`src/rtl/led7seg_74hc595_receiver.sv`:
```
`timescale 1ns/1ps
// Receive-side model of a 74HC595-driven 7-segment display: deserialises
// {segment, select} words from sclk/rclk/dio and rebuilds the digit frame.
module led7seg_74hc595_receiver #(
  parameter int SYNC_STAGES = 2,
  parameter int DIG_NUM     = 8,
  parameter int SEG_NUM     = 8
) (
  input  logic                         clk,
  input  logic                         rst,
  input  logic                         sclk,
  input  logic                         rclk,
  input  logic                         dio,
  output logic [SEG_NUM+DIG_NUM-1:0]   word,
  output logic                         word_vld,
  output logic [$clog2(DIG_NUM)-1:0]   dig_idx,
  output logic [DIG_NUM*SEG_NUM-1:0]   seg_frame,
  output logic                         frame_vld,
  output logic                         err_onehot,
  output logic                         err_bitcnt
);

  localparam int WORD_W = SEG_NUM + DIG_NUM;
  localparam int IDX_W  = $clog2(DIG_NUM);

  logic [SYNC_STAGES-1:0] sclk_sync_q, rclk_sync_q, dio_sync_q;
  logic                   sclk_prev_q, rclk_prev_q;
  logic                   sclk_s, rclk_s, dio_s;
  logic                   sclk_rise, rclk_rise;

  logic [WORD_W-1:0]          shift_reg_q, shift_reg_d;
  logic [4:0]                 bit_cnt_q, bit_cnt_d;
  logic [WORD_W-1:0]          word_q, word_d;
  logic                       word_vld_q, word_vld_d;
  logic                       err_onehot_q, err_onehot_d;
  logic                       err_bitcnt_q, err_bitcnt_d;
  logic [IDX_W-1:0]           dig_idx_q, dig_idx_d;
  logic [DIG_NUM*SEG_NUM-1:0] seg_frame_q, seg_frame_d;
  logic [DIG_NUM-1:0]         mask_q, mask_d;
  logic                       frame_vld_q, frame_vld_d;

  logic [DIG_NUM-1:0] sel;
  logic [IDX_W:0]     sel_ones;
  logic [IDX_W-1:0]   sel_idx;
  logic               sel_onehot;
  logic [DIG_NUM-1:0] mask_set;

  assign sclk_s    = sclk_sync_q[SYNC_STAGES-1];
  assign rclk_s    = rclk_sync_q[SYNC_STAGES-1];
  assign dio_s     = dio_sync_q[SYNC_STAGES-1];
  assign sclk_rise = sclk_s & ~sclk_prev_q;
  assign rclk_rise = rclk_s & ~rclk_prev_q;

  always_ff @(posedge clk) begin
    if (rst) begin
      sclk_sync_q <= '0;
      rclk_sync_q <= '0;
      dio_sync_q  <= '0;
      sclk_prev_q <= 1'b0;
      rclk_prev_q <= 1'b0;
    end else begin
      sclk_sync_q <= {sclk_sync_q[SYNC_STAGES-2:0], sclk};
      rclk_sync_q <= {rclk_sync_q[SYNC_STAGES-2:0], rclk};
      dio_sync_q  <= {dio_sync_q[SYNC_STAGES-2:0], dio};
      sclk_prev_q <= sclk_s;
      rclk_prev_q <= rclk_s;
    end
  end

  // Decode looks at the pre-shift register, so a latch coinciding with a
  // shift sees the word as it stood before that shift (595 behaviour).
  always_comb begin
    sel      = shift_reg_q[DIG_NUM-1:0];
    sel_ones = '0;
    sel_idx  = '0;
    for (int i = 0; i < DIG_NUM; i++) begin
      if (sel[i]) begin
        sel_ones = sel_ones + 1'b1;
        sel_idx  = IDX_W'(i);
      end
    end
    sel_onehot = (sel_ones == 1);
    mask_set   = mask_q | (DIG_NUM'(1) << sel_idx);
  end

  // word_vld is a one-cycle strobe with no back-pressure; err_* and the
  // decoded outputs are valid from that cycle and hold until the next strobe.
  always_comb begin
    shift_reg_d  = shift_reg_q;
    bit_cnt_d    = bit_cnt_q;
    word_d       = word_q;
    word_vld_d   = 1'b0;
    err_onehot_d = err_onehot_q;
    err_bitcnt_d = err_bitcnt_q;
    dig_idx_d    = dig_idx_q;
    seg_frame_d  = seg_frame_q;
    mask_d       = mask_q;
    frame_vld_d  = 1'b0;
    if (rclk_rise) begin
      word_d       = shift_reg_q;
      word_vld_d   = 1'b1;
      err_bitcnt_d = (bit_cnt_q != 5'(WORD_W));
      err_onehot_d = ~sel_onehot;
      bit_cnt_d    = '0;
      if (sel_onehot) begin
        dig_idx_d = sel_idx;
        seg_frame_d[sel_idx*SEG_NUM +: SEG_NUM] = shift_reg_q[WORD_W-1 -: SEG_NUM];
        if (mask_set == '1) begin
          frame_vld_d = 1'b1;
          mask_d      = '0;
        end else begin
          mask_d = mask_set;
        end
      end
    end
    if (sclk_rise) begin
      shift_reg_d = {shift_reg_q[WORD_W-2:0], dio_s};
      if (rclk_rise) begin
        bit_cnt_d = 5'd1;
      end else if (bit_cnt_q != 5'd31) begin
        bit_cnt_d = bit_cnt_q + 5'd1;
      end
    end
  end

  always_ff @(posedge clk) begin
    if (rst) begin
      shift_reg_q  <= '0;
      bit_cnt_q    <= '0;
      word_q       <= '0;
      word_vld_q   <= 1'b0;
      err_onehot_q <= 1'b0;
      err_bitcnt_q <= 1'b0;
      dig_idx_q    <= '0;
      seg_frame_q  <= '0;
      mask_q       <= '0;
      frame_vld_q  <= 1'b0;
    end else begin
      shift_reg_q  <= shift_reg_d;
      bit_cnt_q    <= bit_cnt_d;
      word_q       <= word_d;
      word_vld_q   <= word_vld_d;
      err_onehot_q <= err_onehot_d;
      err_bitcnt_q <= err_bitcnt_d;
      dig_idx_q    <= dig_idx_d;
      seg_frame_q  <= seg_frame_d;
      mask_q       <= mask_d;
      frame_vld_q  <= frame_vld_d;
    end
  end

  assign word       = word_q;
  assign word_vld   = word_vld_q;
  assign dig_idx    = dig_idx_q;
  assign seg_frame  = seg_frame_q;
  assign frame_vld  = frame_vld_q;
  assign err_onehot = err_onehot_q;
  assign err_bitcnt = err_bitcnt_q;

endmodule

```
`config.mk`:
```
export PLATFORM = sky130hd
export DESIGN_NAME = led7seg_74hc595_receiver
export DESIGN_NICKNAME = d
export VERILOG_FILES = /design/src/rtl/led7seg_74hc595_receiver.sv
export SDC_FILE = /design/constraint.sdc
export NUM_CORES = 1
export LEC_CHECK = 0
export BUFFER_PORTS_ARGS = -buffer_cell sky130_fd_sc_hd__buf_2
export CELL_PAD_IN_SITES_DETAIL_PLACEMENT = 2
export CELL_PAD_IN_SITES_GLOBAL_PLACEMENT = 2
export CORE_MARGIN = 4
export CORE_UTILIZATION = 31
export CTS_CLUSTER_SIZE = 16
export DETAILED_ROUTE_END_ITERATION = 6
export GPL_TIMING_DRIVEN = 0
export PLACE_DENSITY = 0.8
export SYNTH_ARGS = -nofsm -noshare
export SYNTH_HDL_FRONTEND = slang
export SYNTH_SLANG_ARGS = --single-unit
```
`constraint.sdc`:
```
create_clock -name clk -period 5.4 [get_ports clk]
set_input_delay 0.54 -clock clk [delete_from_list [all_inputs] [get_ports clk]]
set_output_delay 0.54 -clock clk [all_outputs]
set_load 0.01 [all_outputs]
```
# == After elaboration in Yosys (flattened, before gate mapping) ==
# Cells that the tools add are included.
# word_totals
word_cells,63
register_bits,124
inputBits,5
# op_classes
addsub,9
bitwise_logic,7
shifts,3
eq_ne,4
muxes,23
reduce_logical,2
# ops
operator,count
64-bit bitwise mux,1
"8-bit by 34-bit variable shift with 64-bit output, first input constant",1
8-bit by 34-bit indexed part select with 64-bit output,1
6-bit negation with 34-bit output,1
"4-bit by 1-bit adder with 4-bit output, second input constant",7
4-bit 2-to-1 mux,7
5-bit 2-to-1 mux,4
3-bit 2-to-1 mux,6
"5-bit inequality test, second input constant",2
"8-bit == test, second input constant",1
8-bit 2-to-1 mux,1
8-bit bitwise OR,1
"1-bit by 3-bit left shift with 8-bit output, first input constant",1
"5-bit by 1-bit adder with 5-bit output, second input constant",1
"4-bit by 1-bit == test with 1-bit output, second input constant",1
1-bit 2-to-1 mux,4
1-bit NOT,4
3-bit OR reduction,1
1-bit AND,2
2-bit AND reduction,1

# == Longest topological paths before layout ==
# depth
depth_word,18
ltp_mapped,25
depth_no_buf,23

# == Least setup slack after synthesis ==
# OpenSTA, ideal clock, no wires.
# synth_timing
path_kind,flip-flop to flip-flop
from,register shift_reg_q[1]
to,register seg_frame_q[32] (netlist: seg_frame[32])
setup_time_ns,0.120
path_buffers,1
path_slack_ns,0.326
t_required_ns,5.280
path_stages_with_launch,24
arrival_ns,4.954
cell_sequence,dfxtp_1 -> inv_1 -> ha_1 -> xnor2_4 -> inv_2 -> ha_1 -> nand2_1 -> o21ai_0 -> ha_1 -> nand2_1 -> o21a_1 -> nand2_1 -> ha_1 -> nand2b_1 -> o21a_1 -> ha_1 -> mux2_2 -> ha_1 -> or4b_1 -> mux2i_1 -> a21oi_2 -> or4_1 -> buf_4 -> mux2i_1
# synth_via
elab_chain_cells,15
# synth_rtl
item,line_no,source
"start, declared",31,"logic [WORD_W-1:0] shift_reg_q, shift_reg_d;"
"start signal, assigned",139,shift_reg_q <= shift_reg_d;
4-bit 2-to-1 mux,77,if (sel[i]) begin
4-bit by 1-bit adder with 4-bit output,78,sel_ones = sel_ones + 1'b1;
4-bit 2-to-1 mux,77,
4-bit by 1-bit adder with 4-bit output,78,
4-bit 2-to-1 mux,77,
4-bit by 1-bit adder with 4-bit output,78,
4-bit 2-to-1 mux,77,
4-bit by 1-bit adder with 4-bit output,78,
4-bit 2-to-1 mux,77,
4-bit by 1-bit adder with 4-bit output,78,
4-bit 2-to-1 mux,77,
4-bit by 1-bit adder with 4-bit output,78,
4-bit 2-to-1 mux,77,
4-bit by 1-bit == test with 1-bit output,82,sel_onehot = (sel_ones == 1);
2-bit AND reduction (no source line),-,
"end signal, assigned",146,seg_frame_q <= seg_frame_d;
"end, declared",38,"logic [DIG_NUM*SEG_NUM-1:0] seg_frame_q, seg_frame_d;"
# Several ways; a longest one is shown, not always the timed one.
# A chain may end at the register's enable or synchronous reset.

# == Worst setup path in the final report ==
# layout_timing
from,register shift_reg_q[0]
to,register seg_frame_q[60] (netlist: seg_frame[60])
# layout_via
elab_chain_cells,17
# layout_rtl
item,line_no
1-bit 2-to-1 mux (*),77
4-bit by 1-bit adder with 4-bit output,78
4-bit 2-to-1 mux (*),77
4-bit by 1-bit adder with 4-bit output,78
4-bit 2-to-1 mux (*),77
4-bit by 1-bit adder with 4-bit output,78
4-bit 2-to-1 mux (*),77
4-bit by 1-bit adder with 4-bit output,78
4-bit 2-to-1 mux (*),77
4-bit by 1-bit adder with 4-bit output,78
4-bit 2-to-1 mux (*),77
4-bit by 1-bit adder with 4-bit output,78
4-bit 2-to-1 mux (*),77
4-bit by 1-bit adder with 4-bit output,78
4-bit 2-to-1 mux (*),77
4-bit by 1-bit == test with 1-bit output (*),82
2-bit AND reduction (no source line) (*),-
# Mark *: on every way between the ends. The rest lies on a longest branch, timed or not.

==> metrics.cfg <==
[pwr]
power_per_cell_area_nw_per_um2 = 312
leakagePower_uw = 0.00294
vdd_ir_drop_max_uv = 230

[sta]
timing_max_transition_violations_final = 0
final_min_period_over_clock_period = 1.05
finalSetupViolCount = 63
final_critical_path_setup_slack_ns = -0.269
max_freq_mhz = 176
period_minus_slack_ns = 5.67
report.final.hold_viol_count = 0
timing.clock.skew_ns = 0.0142
slew-limit-headroom = 0.0831
worst_pin_slew_ns = 1.36
final.hold.worst_slack_ns = 0.336

[floorplan]
row_count = 48
die_area_um2 = 19900
ioPinCount = 92
die_width_um = 141
die_h_um = 141
initial_core_util = 0.317
core_um2 = 17300

[setup_path]
worst_path_largest_cell_delay_ns = 0.55
crit_path_max_fo = 8
worst-endpoint-required_ns = 5.76
critPathArrivalTime_ns = 6.03
critPathSlowestCell = or4b_4
critical_path_cell_count = 25
timing_worst_setup_path_type = flip-flop to flip-flop
end_kind = flip-flop
timing.critical_path.from_type = flip-flop
r2r.worst_path.cells = 25
path_delay_family = adder cells
timing.critical_path.mode_cell = ha_4
worstPathBufferInverterCount = 5

[yosys]
yosys.area.top_type_share = 0.453
synth.net_count = 615
synthFlopType = dfxtp_1
share_of_synthesized_area_occupied_by_flip_flops_and_latches = 0.453
yosysTopAreaCell = dfxtp_1
synth.lib_cells_used.distinct = 54
synth_top_cells_by_area = dfxtp_1 45%, mux2i_1 7.8%, nand2b_1 5.9%
mappedNetlistArea_um2 = 5490
synth_seq_cells = 124
warnings_from_yosys = 0
edff_count_synth = 0
postSynthCellCount = 594
async_reset_ff_frac = 0
post-synth-top-count-cell = dfxtp_1
ys_top_cells_by_count = 124 x dfxtp_1, 53 x nand2_1, 52 x nand2b_1
postSynthAreaPerCell_um2 = 9.23

[layout]
layout-area-overhead-vs-synth_pct = 29.5
drive_gt1_frac = 0.241
fin_area_um2 = 7110
finish.net_count = 735
n_antenna_cell = 0
filler_cell_count = 1864

[cts]
clk_root_buffer_cell = clkbuf_16
clock_insertion_delay_at_the_later_pin_of_the_skew_report_ns = 0.44
cts_max_path_buffers = 2
cts.hold.buffers_added = 0
tritoncts.num_buffers = 17
cts.clk_slew.worst_paths_ns = 0.06
tritoncts_clock_tree = built
clock_sink_count = 124
cts-htree-levels = 4

[worst_hold_path]
whs_path_depth = 2
hold_path_class = input port to flip-flop

[route]
totalWireLength_um = 24600
dr.pass1.iters = 5
first_iter_violations = 334
wire_per_inst_um = 25.9
drt.antenna.violating_nets = 0
drc = 0
detail_route.vias_per_cell = 5.59
vias = 5322

[status]
violations = setup timing
outcome = complete, but fails checks

[global_route]
track_usage = 0.224
first_global_vias = 5776
initial_antenna_violation_count = 0
first_pass_grt_wire_length_um = 34200
pin_count_of_the_biggest_net_entering_global_routing = 17
overflow = 0

[placement]
post-dp-hpwl_um = 13700
globalplace.congestion = 0.825
preCtsSetupSlack_ns = -0.598
buffer_ports.inserted = 90
dpl_cell_area_um2 = 6220

[job]
drv_cap = 0

## state kept, by name, indices dropped and copies added, names as in the netlist
name         cells
err_bitcnt       1
sclk_prev_q      1
seg_frame       64
word            16
frame_vld        1
bit_cnt_q        5
mask_q           8
sclk_sync_q      2
rclk_sync_q      2
word_vld         1
shift_reg_q     16
dio_sync_q       2
dig_idx          3
err_onehot       1
rclk_prev_q      1
## cells by family after synthesis
family          count (synthesis)  share of synthesized area
buf+inv                        68                     0.0502
flops                         124                      0.453
mux                            44                     0.0805
xor+xnor                       14                     0.0308
fa+ha+maj                      16                     0.0365
compound gates                119                      0.134
simple gates                  209                      0.216
## stage by stage
| step | setup TNS [ns] | util | std cells | power, uW |
|---|---|---|---|---|
| 2_1_floorplan | 0 | - | 594 | 975 |
| 3_3_place_gp | -5.56 | 0.359 | 909 | 990 |
| 3_5_place_dp | -22.81 | 0.359 | 909 | 993 |
| 4_1_cts | 0 | 0.402 | 946 | 2220 |
| 5_1_grt | -10.84 | 0.411 | 952 | 2280 |
| 6_report | -6.21 | 0.411 | 952 | 2220 |
## layout make-up
cell class	count	area, um2	share of cell area
Buffer	51	236	0.0333
Multi-Input combinational cell	402	2860	0.403
Inverter	16	60.1	0.00845
Tap cell	225	282	0.0396
Clock inverter	12	158	0.0222
Sequential cell	124	2490	0.350
Clock buffer	20	467	0.0657
Timing Repair Buffer	102	552	0.0777
## metal layers
metal,share of wire,vias to the layer above,GRT usage
li1,-,2329,-
met1,0.38,2700,0.245
met2,0.53,219,0.414
met3,0.043,74,0.0509
met4,0.044,0,0.0918
met5,0,-,0
## placed cells by master (no fill, tap or decap), types with 5 or more instances in the layout
master       n
clkbuf_16   17
nor2_1      12
a21oi_1     43
nor2b_1     15
o21ai_0     26
mux2i_1     41
nand2_1     51
ha_1        12
nand4_1     30
nand2b_1    52
nand3_1      7
buf_1        5
buf_4       13
clkbuf_1    37
dfxtp_1    122
o21a_1       6
nor3_1      12
xnor2_1      8
buf_2       90
and3_1       5
a22o_1      16
inv_1       13
## path summary, 6_finish.rpt
| check | start | slack (ns) | to |
|---|---|---|---|
| worst max-delay path | shift_reg_q[0] | -0.27 | seg_frame[60] |
| worst min-delay path | sclk | 0.34 | sclk_sync_q[0] |
| worst max register to register | shift_reg_q[0] | -0.27 | seg_frame[60] |
| worst min register to register | dio_sync_q[1] | 0.43 | shift_reg_q[0] |
## worst register-to-register path: stages (launching register included)
cell	delay [ns]
dfxtp_4	0.37
inv_1	0.08
ha_4	0.27
xnor2_4	0.16
inv_2	0.08
ha_4	0.28
nand2_2	0.07
o21ai_2	0.11
ha_1	0.26
nand2_1	0.09
o21a_1	0.20
nand2_2	0.14
ha_4	0.32
nand2b_1	0.14
o21a_1	0.26
ha_4	0.25
mux2_2	0.28
ha_1	0.32
or4b_4	0.55
mux2i_4	0.26
a21oi_4	0.12
buf_6	0.19
nor4_4	0.25
buf_4	0.19
buf_8	0.15
mux2i_1	0.23
## where the power goes
group | total (uW) | internal [uW] | switching [uW]
Combinational | 58.6 | 18.0 | 40.6
Clock | 1240 | 766 | 473
Sequential | 921 | 918 | 2.70
## repair_timing
action,CTS,global route
pin swaps,5,7
resized for setup,22,23
setup buffers,6,6
endpoints found under the hold margin,0,0
setup endpoints to repair,77,77
Power figures use the tool's default switching activity.
